File: src/rtl/vga_timing_generator.sv
// Raster timing for VGA: 1-based HCNT/VCNT, HS/VS, IAA, line/frame pulses; optional FRAME_CNT via VGA_FRAME_COUNTER_EN.
// Latency: all outputs registered together from next-state counters, so decodes always match the counters shown.
// Backpressure: EN=0 freezes every counter and output; LINE_START/FRAME_START drop to 0 while stalled.
module vga_timing_generator #(
    parameter int   H_VISIBLE       = 640,
    parameter int   H_FRONT_PORCH   = 16,
    parameter int   H_SYNC_WIDTH    = 96,
    parameter int   H_BACK_PORCH    = 48,
    parameter int   V_VISIBLE       = 480,
    parameter int   V_FRONT_PORCH   = 10,
    parameter int   V_SYNC_WIDTH    = 2,
    parameter int   V_BACK_PORCH    = 33,
    parameter logic HS_ACTIVE_LEVEL = 1'b0,
    parameter logic VS_ACTIVE_LEVEL = 1'b0
) (
    input  logic        VGA_CLK,
    input  logic        rst,
    input  logic        EN,
    output logic [10:0] HCNT,
    output logic [10:0] VCNT,
    output logic        HS,
    output logic        VS,
    output logic        IAA,
    output logic        LINE_START,
    output logic        FRAME_START
`ifdef VGA_FRAME_COUNTER_EN
    ,
    output logic [15:0] FRAME_CNT
`endif
);

    localparam int H_TOTAL = H_VISIBLE + H_FRONT_PORCH + H_SYNC_WIDTH + H_BACK_PORCH;
    localparam int V_TOTAL = V_VISIBLE + V_FRONT_PORCH + V_SYNC_WIDTH + V_BACK_PORCH;

    localparam logic [10:0] H_TOT    = 11'(H_TOTAL);
    localparam logic [10:0] V_TOT    = 11'(V_TOTAL);
    localparam logic [10:0] H_VIS    = 11'(H_VISIBLE);
    localparam logic [10:0] V_VIS    = 11'(V_VISIBLE);
    localparam logic [10:0] HS_FIRST = 11'(H_VISIBLE + H_FRONT_PORCH + 1);
    localparam logic [10:0] HS_LAST  = 11'(H_VISIBLE + H_FRONT_PORCH + H_SYNC_WIDTH);
    localparam logic [10:0] VS_FIRST = 11'(V_VISIBLE + V_FRONT_PORCH + 1);
    localparam logic [10:0] VS_LAST  = 11'(V_VISIBLE + V_FRONT_PORCH + V_SYNC_WIDTH);

    if (H_TOTAL > 2047 || V_TOTAL > 2047) begin : g_bad_timing
        $error("vga_timing_generator: H_TOTAL/V_TOTAL must fit in 11 bits");
    end

    logic        h_wrap;
    logic        v_wrap;
    logic [10:0] h_nxt;
    logic [10:0] v_nxt;

    always_comb begin
        h_wrap = (HCNT == H_TOT);
        v_wrap = (VCNT == V_TOT);
        h_nxt  = h_wrap ? 11'd1 : HCNT + 11'd1;
        v_nxt  = VCNT;
        if (h_wrap) begin
            v_nxt = v_wrap ? 11'd1 : VCNT + 11'd1;
        end
    end

    // Decodes use the next-state counters so HS/VS/IAA land on the same edge as HCNT/VCNT.
    always_ff @(posedge VGA_CLK or posedge rst) begin
        if (rst) begin
            HCNT        <= 11'd1;
            VCNT        <= 11'd1;
            HS          <= ~HS_ACTIVE_LEVEL;
            VS          <= ~VS_ACTIVE_LEVEL;
            IAA         <= 1'b1;
            LINE_START  <= 1'b0;
            FRAME_START <= 1'b0;
        end else if (EN) begin
            HCNT        <= h_nxt;
            VCNT        <= v_nxt;
            HS          <= (h_nxt >= HS_FIRST && h_nxt <= HS_LAST) ? HS_ACTIVE_LEVEL : ~HS_ACTIVE_LEVEL;
            VS          <= (v_nxt >= VS_FIRST && v_nxt <= VS_LAST) ? VS_ACTIVE_LEVEL : ~VS_ACTIVE_LEVEL;
            IAA         <= (h_nxt <= H_VIS) && (v_nxt <= V_VIS);
            LINE_START  <= h_wrap;
            FRAME_START <= h_wrap && v_wrap;
        end else begin
            LINE_START  <= 1'b0;
            FRAME_START <= 1'b0;
        end
    end

`ifdef VGA_FRAME_COUNTER_EN
    always_ff @(posedge VGA_CLK or posedge rst) begin
        if (rst) begin
            FRAME_CNT <= 16'd0;
        end else if (EN && h_wrap && v_wrap) begin
            FRAME_CNT <= FRAME_CNT + 16'd1;
        end
    end
`endif

endmodule

File: config.mk
export PLATFORM = sky130hd
export DESIGN_NAME = vga_timing_generator
export DESIGN_NICKNAME = d
export VERILOG_FILES = /design/src/rtl/vga_timing_generator.sv
export SDC_FILE = /design/constraint.sdc
export NUM_CORES = 1
export LEC_CHECK = 0
export BUFFER_PORTS_ARGS = -buffer_cell sky130_fd_sc_hd__buf_2
export CAP_MARGIN = 20
export CORE_UTILIZATION = 42
export DETAILED_ROUTE_END_ITERATION = 8
export GPL_TIMING_DRIVEN = 1
export PLACE_DENSITY = 0.6
export SLEW_MARGIN = 20
export SYNTH_ARGS = -nofsm -noshare
export SYNTH_HDL_FRONTEND = slang
export SYNTH_SLANG_ARGS = --single-unit
File: constraint.sdc
create_clock -name VGA_CLK -period 6.9 [get_ports VGA_CLK]
set_input_delay 1.38 -clock VGA_CLK [delete_from_list [all_inputs] [get_ports VGA_CLK]]
set_output_delay 1.38 -clock VGA_CLK [all_outputs]
set_load 0.005 [all_outputs]
After elaboration in Yosys (flattened, before gate mapping)
Index checks and enable logic that the tools add are counted.
Operators by class
  eq/ne operators: 2
  reduce and logical (&&, ||, !) cells: 4
  muxes and demuxes: 7
  order comparisons: 6
  add/subtract/negate cells: 2
Operators by type and width (number)
  11-bit two-way mux: 3
  11-bit by 1-bit adder with 11-bit output (second input constant): 2
  11-bit by 10-bit equality test with 1-bit output (second input constant): 2
  11-bit by 10-bit <= comparator with 1-bit output (second input constant): 2
  11-bit by 9-bit <= comparator with 1-bit output (second input constant): 2
  11-bit by 10-bit greater-or-equal comparator with 1-bit output (second input constant): 1
  11-bit by 9-bit greater-or-equal comparator with 1-bit output (second input constant): 1
  1-bit logical AND: 4
  1-bit two-way mux: 4
Storage, ports and cells
  input bits: 3
  word-level logic and storage cells: 28
  output and inout port bits: 27
  flip-flop bits (word level): 27

Depth between registers and ports, before layout
Gate-level depths: netlist of the first run.
  depth after elaboration: 6
  mapped depth: 11

Worst setup path before layout of the first run
Ideal clock, no wire load.
  path kind: register -> register
  from: reg HCNT[0]
  to: reg IAA
  path slack: 4.466 ns
  required time: 6.795 ns
  buffers on the path: 2
  library setup time: 0.105 ns
  period minus slack after synthesis: 2.434 ns
  data arrival time: 2.328 ns
  cell stages (with the launch flop): 11
  cells stage by stage: dfstp_2 > clkbuf_1 > inv_1 > ha_1 > nor4b_2 > nand4_1 > clkbuf_1 > nand4b_1 > o21ai_0 > a21oi_1 > o41ai_1
Between the ends
  word-level cells in the longest chain between the ends: 4
RTL lines
  start, declared: line 19  | output logic [10:0] HCNT,
  start signal, assigned: line 74  | HCNT <= h_nxt;
  11-bit by 1-bit adder with 11-bit output or 11-bit by 10-bit equality test with 1-bit output (tied branches): line 56, 54
  11-bit two-way mux (on tied branches): line 56, 58
  11-bit by 10-bit <= comparator with 1-bit output or 11-bit by 9-bit <= comparator with 1-bit output (tied branches): line 78  | IAA <= (h_nxt <= H_VIS) && (v_nxt <= V_VIS);
  1-bit logical AND *: line 78
  end signal, assigned: line 78
  end, declared: line 23  | output logic IAA,
Every way passes the cells marked *; elsewhere a longest branch is shown, timed or not.
A chain may end at the register's enable or synchronous reset.

Final worst setup path of the first run
Ends and elaborated chain as after synthesis.

==> key figures, run 1 <==
Run status
  • Status: finished clean

Clock network
  • CTS sink count: 27
  • Clock transition at path regs: 0.10 ns
  • Cts bufs inserted: 3
  • H-tree depth: 1
  • Postcts setup bufs: 0
  • Clock latency on the worst-skew pair: 0.28 ns
  • Max Root-Sink Buffers: 2
  • CTS tree: yes
  • Post-CTS resize count: 0
  • Clk root buf: clkbuf_8
  • Hold-fix buffers, CTS: 0

Min path
  • Worst Hold Depth: 2
  • HP Class: reg2reg

Global routing
  • Tot GR Track Use: 20.0%
  • First-pass GRT wire length: between 7000 and 8000 µm
  • Largest net degree at the start of global routing: 28
  • Initial antenna violation count: 0
  • Grt total ovfl: 0
  • Vias in the first global route: 1495

Floorplan
  • Die span in y: 69.8 µm
  • Num rows: 24
  • Core area: 4380 µm²
  • Io pins: 30
  • Die W: 69.8 µm
  • Die ar.: approximately 4900 µm²
  • Initial Utilization: 44.0%

Critical path
  • Critical Path RT: a little over 7 ns
  • Critical path's slowest cell: dfstp_2
  • CP top delay family: simple AND/OR/NAND/NOR gates
  • Startpoint class of the critical path: register
  • Ordered list of cells on the worst path: inv_1 > ha_1 > nor4b_2 > nand4_1 > nand4b_1 > o21ai_0 > a21oi_1 > o41ai_1
  • Critical Path Sink Type: register
  • Levels on crit path: 8
  • CP Max Fanout: 13
  • Buffer and inverter count on the worst path: 1
  • Slowest Stage Delay on Critical Path: 0.67 ns
  • Crit path DAT: 2.74 ns
  • R2R depth: 8
  • WS Path Type: reg2reg

Placed design
  • GPL Wtd Cong: 0.884
  • Dpl hpwl: ~3300 µm
  • Port buffer count: 29

Yosys
  • Largest family of logic cells by synthesized area: simple AND/OR/NAND/NOR gates
  • Post-synthesis cell count: 229
  • Post-Synth Adder-Cell Area: 3.89%
  • Post-synthesis cell type count: 54
  • Sequential area share after synthesis: about 35%
  • Share of synthesized flip-flops with an asynchronous set or reset: 100%
  • Mapped Area: 1930 µm²
  • Syn_nets: 238
  • Post-synthesis mux area share: around 1.6%
  • Compound-cell area share of the yosys netlist: 19.9%
  • Synth Area in XOR/XNOR: 6.81%
  • Ys flop type: dfrtp_1
  • Mapped Avg Cell Area: 8.43 µm²
  • Post-synth EDFFs: 0
  • Synth Area in Simple Gates: 26.8%
  • Syn. warnings: 0
  • Number of synthesized register bits: 27

Detailed routing
  • Pre-antenna DRT Iters: 4
  • DRT iter0 DRCs: about 130
  • Routed Antenna Nets: 0
  • Total Routed Length: 4560 µm
  • Residual DRC: 0
  • Vias post-DR: 1726
  • Vias/cell: between 5 and 6
  • Wire per inst: 15.3 µm

Final layout
  • # diodes: 0
  • Multi-input logic area: 1140 µm²
  • FILL cells: 445
  • Nets@finish: 256
  • Share of cells above drive strength 1: 20.7%
  • P&R area growth vs syn: 9.73%
  • Sequential cell area: 682 µm²

STA
  • Setup_tns: 0 ns
  • Fin crit share: between 30% and 40%
  • Worst Hold Margin: roughly 0.50 ns
  • Relative slew slack: between 60% and 70%
  • Worst slew pin tran: 0.595 ns
  • Final min period: ~2.6 ns
  • RSZ-0062 raised after global routing: no
  • Maximum clock rate: around 390 MHz
  • Clk_skew: 0.00317 ns
  • Final Hold Vio Count: 0
  • Setup violators final: 0
  • Final Max Slew Viols: 0

Run
  • Max cap viols: 0

Power and ir drop
  • Power per Cell Area: 206 nW/µm²
  • Peak supply drop: about 0.0001 V
  • Leakage: 0.914 nW
## power by group
| group | leakage [nW] | switching (W) | total, W | internal, W |
|---|---|---|---|---|
| Combinational | 0.561 | 0.0000578 | 0.000116 | 0.0000582 |
| Clock | 0.0217 | 0.0000564 | 0.0000976 | 0.0000412 |
| Sequential | 0.331 | 0.0000416 | 0.000223 | 0.000181 |
| Total | 0.914 | 0.000156 | 0.000436 | 0.000281 |
## Yosys cell counts, drive strengths merged (2+ instances only)
library cell  instances  share of area, %
and3                  2              0.65
mux2i                 3               1.6
nand3                13               3.6
nor4b                 4               2.1
nand2                32               6.9
nand4                 8               2.6
xor2                  3               1.4
clkbuf                9               1.8
a211oi                3               1.4
nor3                  6               1.6
a21o                  3               1.2
nand4b                2              0.91
o21ai                18               4.9
nor4                  2              0.97
xnor2                12               5.4
inv                  10               1.9
o211ai                2              0.78
ha                    6               3.9
buf                   7               1.9
o31ai                 7               2.7
or3                   4               1.3
and2                  3               1.0
nor2                 14               2.7
o41ai                 3               1.4
a2111o                2               1.2
o21a                  2              0.78
dfstp                 5               6.8
a21oi                 7               1.8
dfrtp                22                29
## routing by layer
layer	routed length, µm	share of wire [%]	GRT usage [%]
met2	1850	41	26.0
met1	2480	54	33.2
met4	51	1.1	6.00
met3	175	3.8	2.62
met5	0	0	0
## sequential cells by signal, indices dropped and copies added, names as in the netlist
name / cells
HCNT: 11
IAA: 1
VS: 1
FRAME_START: 1
VCNT: 11
LINE_START: 1
HS: 1
## worst min-delay path: stages, from the launching register on
cell and delay [ns]:
dfstp_2 0.38, nor2_1 0.08, a31oi_1 0.04
## cells in the final DEF, fill, tap and decap left out, types with 3 or more instances in the layout
master	instances
nand4_1	8
o41ai_1	3
xor2_1	3
dfstp_2	5
xnor2_1	12
buf_2	29
or3_1	4
nand3_1	12
nand2_1	29
a21o_1	3
nor4b_1	3
nor3_1	6
nor2_1	14
dfrtp_1	22
ha_1	6
o21ai_0	17
mux2i_1	3
a21oi_1	7
o31ai_1	7
clkbuf_8	3
inv_1	8
## logic make-up (layout without fill, tap and decap cells)
group | after synthesis | after routing
AO/OA/AOI/OAI | 56 | 56
XOR/XNOR | 15 | 15
adder cells (fa/ha/maj) | 6 | 6
buffers and inverters | 26 | 43
flip-flops | 27 | 27
multiplexers | 3 | 3
AND/OR/NAND/NOR | 96 | 96
## cell type report
| type | instances | share of cell area [%] |
|---|---|---|
| Inverter | 10 | 1.77 |
| Clock inverter | 1 | 0.355 |
| Clock buffer | 3 | 1.95 |
| Sequential cell | 27 | 32.2 |
| Multi-Input combinational cell | 176 | 53.8 |
| Tap cell | 52 | 3.07 |
| Timing Repair Buffer | 29 | 6.86 |
## through the flow
stage                     cell area [µm²]  instances  total power, W  worst slack (ns)  utilization, %
after floorplan                      1930        229        0.000307              4.47               -
after global placement               2070        294        0.000343              4.31            47.2
after detailed placement             2070        294        0.000343              4.28            47.2
after CTS                            2120        298        0.000441              4.34            48.3
after global routing                 2120        298        0.000469              4.08            48.3
final                                2120        298        0.000436              4.34            48.3
## path summary, 6_finish.rpt
check / start / to / slack, ns
worst max-delay path: HCNT[0] / IAA / 4.34
worst min-delay path: VS / VS / 0.50
worst max register to register: HCNT[0] / IAA / 4.34
worst min register to register: VS / VS / 0.50
max in group asynchronous: rst / VCNT[2] / 5.36
min in group asynchronous: rst / HCNT[3] / 1.15
(Power assumes the default switching activity.)
==> inputs of run 2 (changes only) <==
==> constraint.sdc (replaced) <==
create_clock -name VGA_CLK -period 2.4 [get_ports VGA_CLK]
set_input_delay 0.48 -clock VGA_CLK [delete_from_list [all_inputs] [get_ports VGA_CLK]]
set_output_delay 0.48 -clock VGA_CLK [all_outputs]
set_load 0.005 [all_outputs]
==> run 2 against run 1 <==
Compared with the run above: design area is 7.4% higher; sequential share of layout area is 2.2 points lower; critical endpoint is now VS; via count is 5.7% higher; highest routed layer unchanged; non-clock buffer count is 20 higher; critical path depth stayed put.
==> key figures, run 2 (synthesized netlist as in run 1, its figures left out) <==
Global routing
  • Tot GR Track Use: 20.9% (+0.96 points)
  • Vias in the first global route: 1652 (+11%)
  • Initial antenna violation count: 0 (unchanged)
  • Grt total ovfl: 0 (unchanged)
  • Largest net degree at the start of global routing: 28 (unchanged)
  • First-pass GRT wire length: 8220 µm (+5.6%)

Floorplan
  • Die W: 69.8 µm (unchanged)
  • Core area: 4380 µm² (unchanged)
  • Num rows: 24 (unchanged)
  • Die ar.: 4870 µm² (unchanged)
  • Die span in y: 69.8 µm (unchanged)
  • Io pins: 30 (unchanged)
  • Initial Utilization: 44.0% (unchanged)

Placed design
  • Dpl hpwl: 3510 µm (+7.5%)
  • GPL Wtd Cong: 0.972 (+9.9%)
  • Port buffer count: 29 (unchanged)

Final layout
  • Sequential cell area: 682 µm² (unchanged)
  • # diodes: 0 (unchanged)
  • Nets@finish: 276 (+7.8%)
  • FILL cells: 425 (-4.5%)
  • Regs by FF count: HCNT x11, VCNT x11
  • Commonest cells after routing, fill and taps aside: nand2_1 (29), buf_2 (29), dfrtp_1 (22)
  • Multi-input logic area: 1150 µm² (+0.88%)
  • Share of cells above drive strength 1: 27.1% (+6.3 points)
  • P&R area growth vs syn: 17.8%

Power and ir drop
  • Psw: 0.000455 W (+190%)
  • Clock power share: 20.6% (-1.8 points)
  • Switch share: 35.0% (-0.69 points)
  • Comb pwr share: 32.3% (+5.7 points)
  • Internal power: 0.000844 W (+200%)
  • Peak supply drop: 0.000278 V (+170%)
  • Leakage: 1.01 nW (+11%)
  • Flop pwr share: 47.1% (-4.0 points)
  • Power per Cell Area: 571 nW/µm² (+180%)

Detailed routing
  • Total Routed Length: 4890 µm (+7.3%)
  • DRT iter0 DRCs: 139 (+4.5%)
  • Met3 wire len: 233 µm (+33%)
  • Top sig layer: met4
  • Wire per inst: 15.4 µm (+0.56%)
  • Residual DRC: 0 (unchanged)
  • M1 WL: 2460 µm (-0.65%)
  • Met2 wire length: 2170 µm (+17%)
  • Vias post-DR: 1825 (+5.7%)
  • Routed Antenna Nets: 0 (unchanged)
  • Vias/cell: 5.74 (-0.91%)
  • Pre-antenna DRT Iters: 4 (unchanged)

Clock network
  • Cts bufs inserted: 3 (unchanged)
  • Clk root buf: clkbuf_8
  • CTS tree: yes
  • Max Root-Sink Buffers: 2 (unchanged)
  • CTS sink count: 27 (unchanged)
  • Clock transition at path regs: 0.10 ns (about the same)
  • Clock latency on the worst-skew pair: 0.27 ns (about the same)
  • H-tree depth: 1 (unchanged)

Min path
  • HP Class: in2async

STA
  • Clk_skew: 0.00296 ns (-0.000213 ns)
  • Final min period: 2.24 ns (-0.327 ns)
  • Fin crit share: 93.2% (+56 points)
  • Final Max Slew Viols: 0 (unchanged)
  • Setup violators final: 0 (unchanged)
  • Setup_tns: 0 ns (unchanged)
  • Worst slew pin tran: 0.529 ns (-0.0653 ns)
  • RSZ-0062 raised after global routing: no
  • Maximum clock rate: 447 MHz (+15%)
  • Final Hold Vio Count: 0 (unchanged)
  • Relative slew slack: 64.2% (+3.9 points)
  • Worst Hold Margin: 0.244 ns (-0.253 ns)

Critical path
  • CP Max Fanout: 15 (+2)
  • Buffer and inverter count on the worst path: 1 (unchanged)
  • Critical Path RT: 2.60 ns (-4.48 ns)
  • Levels on crit path: 8 (unchanged)
  • Setup slack, reg-to-reg: 0.16 ns (-4.17 ns)
  • Critical path's slowest cell: dfstp_2
  • WS Path Type: reg2reg
  • Ordered list of cells on the worst path: ha_1 > nand4_1 > buf_4 > mux2i_1 > a2111o_1 > o21ai_2 > a211oi_2 > a31oi_1
  • R2R depth: 8 (unchanged)
  • CP top delay family: compound AO/OA/AOI/OAI gates
  • Reg2reg start: VCNT[0]
  • Startpoint class of the critical path: register
  • Worst r2r dst: VS
  • Crit path DAT: 2.44 ns (-0.30 ns)
  • Critical Path Sink Type: register
  • Slowest Stage Delay on Critical Path: 0.72 ns (+0.05 ns)

Run
  • Max cap viols: 0 (unchanged)

Run status
  • Status: finished clean
run 2: changes by cell type in the layout (fill, tap and decap cells not counted), sizes merged:
cell      change
buf          +20
clkbuf        +1
clkinvlp      -1
run 2: worst max path at each step:
stage | start | end
after CTS | VCNT[0] | VS
after global routing | HCNT[1] | VS
after detailed placement | VCNT[0] | VS
final | VCNT[0] | VS
after global placement | VCNT[0] | VS
after floorplan | HCNT[0] | IAA
run 2: power groups by stage:
stage	clock network, W	logic [W]	registers, W
final	0.000268	0.000419	0.000612
after global routing	0.000300	0.000461	0.000625
after CTS	0.000281	0.000417	0.000611
after detailed placement	0	0.000408	0.000620
after global placement	0	0.000417	0.000620
after floorplan	0	0.000299	0.000582
run 2: through the flow:
stage	area, µm²	setup WS (ns)	util (%)	std cells	power [W]
2_1_floorplan	1930	0.0720	-	229	0.000881
3_3_place_gp	2200	0.00686	50.1	311	0.00104
3_5_place_dp	2200	0.0310	50.1	311	0.00103
4_1_cts	2240	0.0764	51.1	315	0.00131
5_1_grt	2270	0.0211	51.9	318	0.00139
6_report	2270	0.162	51.9	318	0.00130
run 2: cell type report:
class | count | area share (%)
timing repair buffer | 49 | 13.0
multi-input combinational | 176 | 50.5
inverter | 10 | 1.65
tap | 52 | 2.86
clock buffer | 4 | 1.98
sequential | 27 | 30.0
run 2: worst min-delay path, stage by stage:
cell and delay, ns:
buf_2 0.09, inv_1 0.04, buf_4 0.32
run 2: metal layers:
| metal | vias up | global-route usage, % |
|---|---|---|
| li1 | 906 | - |
| met1 | 869 | 32.7 |
| met5 | - | 0 |
| met4 | 0 | 4.44 |
| met3 | 2 | 3.20 |
| met2 | 48 | 30.3 |
run 2: what timing repair did:
action / 4_1_cts / 5_1_grt
setup buffers: 0 / 3
pin swaps: 0 / 1
gates resized for setup: 1 / 3
endpoints found under the setup margin: 1 / 4
hold buffers: 0 / 0
==> inputs of run 3 (changes only) <==
--- a/config.mk
+++ b/config.mk
@@ -7,10 +7,10 @@
 export LEC_CHECK = 0
 export BUFFER_PORTS_ARGS = -buffer_cell sky130_fd_sc_hd__buf_2
 export CAP_MARGIN = 20
-export CORE_UTILIZATION = 42
+export CORE_UTILIZATION = 35
 export DETAILED_ROUTE_END_ITERATION = 8
 export GPL_TIMING_DRIVEN = 1
-export PLACE_DENSITY = 0.6
+export PLACE_DENSITY = 0.52
 export SLEW_MARGIN = 20
 export SYNTH_ARGS = -nofsm -noshare
 export SYNTH_HDL_FRONTEND = slang
==> run 3 against run 2 <==
Compared with the run above: flip-flop and latch count unchanged; via count down 0.88%; clock power about the same; utilization down 7.5 points; first-iteration DRC count up 25%; hold slack worse by 0.0047 ns; clock skew about the same.
==> key figures, run 3 (synthesized netlist as in run 1, its figures left out) <==
Critical path
  • Crit path DAT: 2.38 ns (-0.06 ns)
  • Reg2reg start: HCNT[1]
  • Startpoint class of the critical path: register
  • Critical path origin: HCNT[1]
  • Critical Path Sink Type: register
  • Critical Path RT: 2.58 ns (-0.02 ns)
  • CP Max Fanout: 8 (-7)
  • WS Path Type: reg2reg

Global routing
  • Largest net degree at the start of global routing: 28 (unchanged)
  • Tot GR Track Use: 18.1% (-2.8 points)
  • First-pass GRT wire length: 8420 µm (+2.4%)
  • Vias in the first global route: 1667 (+0.91%)
  • Initial antenna violation count: 0 (unchanged)
  • Grt total ovfl: 0 (unchanged)

Floorplan
  • Die ar.: 5810 µm² (+19%)
  • Num rows: 26 (+8.3%)
  • Core area: 5200 µm² (+19%)
  • Die span in y: 76.2 µm (+9.3%)
  • Die W: 76.2 µm (+9.3%)
  • Io pins: 30 (unchanged)
  • Initial Utilization: 37.1% (-6.9 points)

STA
  • Worst slew pin tran: 0.457 ns (-0.0723 ns)
  • Maximum clock rate: 454 MHz (+1.7%)
  • Fin worst setup slack: 0.199 ns (+0.0365 ns)
  • Final min period: 2.20 ns (-0.0365 ns)
  • Relative slew slack: 69.1% (+4.9 points)
  • Setup violators final: 0 (unchanged)
  • Final Hold Vio Count: 0 (unchanged)
  • Fin crit share: 91.7% (-1.5 points)
  • Clk_skew: 0.00264 ns (-0.000317 ns)
  • Setup_tns: 0 ns (unchanged)
  • RSZ-0062 raised after global routing: no
  • Final Max Slew Viols: 0 (unchanged)

Final layout
  • Nets@finish: 277 (+0.36%)
  • Share of cells above drive strength 1: 27.7% (+0.65 points)
  • P&R area growth vs syn: 19.6%
  • Cell Count, Final, Fillers Out: 337 (+6.0%)
  • Regs by FF count: HCNT x11, VCNT x11
  • # diodes: 0 (unchanged)
  • Commonest cells after routing, fill and taps aside: nand2_1 (29), buf_2 (29), dfrtp_1 (22)

Clock network
  • H-tree depth: 1 (unchanged)
  • CTS sink count: 27 (unchanged)
  • CTS tree: yes
  • Clk root buf: clkbuf_8
  • Max Root-Sink Buffers: 2 (unchanged)
  • Clock latency on the worst-skew pair: 0.28 ns (about the same)
  • Clock transition at path regs: 0.10 ns (about the same)
  • Cts bufs inserted: 3 (unchanged)
  • Hold-fix buffers, CTS: 0 (unchanged)

Min path
  • HP Class: in2async

Detailed routing
  • DRT iter0 DRCs: 174 (+25%)
  • Vias/cell: 5.37 (-6.5%)
  • Pre-antenna DRT Iters: 4 (unchanged)
  • Total Routed Length: 4870 µm (-0.53%)
  • Wire per inst: 14.4 µm (-6.1%)
  • Routed Antenna Nets: 0 (unchanged)
  • Residual DRC: 0 (unchanged)
  • Vias post-DR: 1809 (-0.88%)

Run
  • Max cap viols: 0 (unchanged)

Placed design
  • Placed Cells: 331 (+6.4%)
  • Dpl hpwl: 3630 µm (+3.4%)
  • GPL Wtd Cong: 0.835 (-14%)
  • Setup slack at placement: 0.130 ns (+0.0991 ns)
  • Port buffer count: 29 (unchanged)

Power and ir drop
  • Power per Cell Area: 564 nW/µm² (-1.3%)
  • Leakage: 1.02 nW (+1.1%)
  • Peak supply drop: 0.000310 V (+11%)

Run status
  • Status: finished clean
run 3: changes by cell type in the layout (fill, tap and decap cells not counted), sizes merged:
cell	change
buf	+1
clkinv	+1
clkbuf	-1
run 3: through the flow:
stage / total power (W) / util [%] / area (µm²) / hold WS, ns
final: 0.00130 / 44.3 / 2310 / 0.240
after global routing: 0.00141 / 44.3 / 2310 / 0.266
after CTS: 0.00131 / 43.8 / 2280 / 0.247
after detailed placement: 0.00103 / 42.9 / 2230 / 0.483
after global placement: 0.00103 / 42.9 / 2230 / 0.488
after floorplan: 0.000881 / - / 1930 / 0.472
run 3: power breakdown:
| part | switching [W] | internal (W) | total (W) |
|---|---|---|---|
| clock network | 0.000151 | 0.000117 | 0.000268 |
| logic | 0.000229 | 0.000205 | 0.000434 |
| registers | 0.0000772 | 0.000521 | 0.000598 |
run 3: worst max-delay path, stage by stage (launching register included):
cell      delay [ns]
dfrtp_1         0.39
inv_1           0.13
ha_1            0.18
nor4b_2         0.21
and4_2          0.41
a21oi_1         0.09
o21bai_1        0.26
a21oi_1         0.08
o41ai_1         0.34
run 3: repair_timing:
item	4_1_cts	5_1_grt
buffers inserted	0	2
setup endpoints to repair	0	5
resized for setup	0	3
run 3: metal layers:
metal	GRT usage, %	vias to the layer above	wire length [µm]
met5	0	-	0
met4	5.19	0	46
met3	2.04	4	205
met2	25.4	41	2110
met1	28.7	854	2500
li1	-	910	-
run 3: path summary, 6_finish.rpt:
check | endpoint | slack, ns | cells after the start
max | IAA | 0.20 | 8
min | HCNT[2] | 0.24 | 3
max reg2reg | IAA | 0.20 | 8
min reg2reg | VS | 0.50 | 2
max in group asynchronous | VCNT[0] | 1.86 | 3
min in group VGA_CLK | VS | 0.50 | 2
run 3: layout make-up:
cell class / instances / area (µm²)
Fill cell: 552 / 2900
Multi-Input combinational cell: 176 / 1150
Sequential cell: 27 / 682
Timing Repair Buffer: 50 / 303
Tap cell: 70 / 87.6
Clock buffer: 3 / 41.3
Inverter: 10 / 37.5
Clock inverter: 1 / 5.00
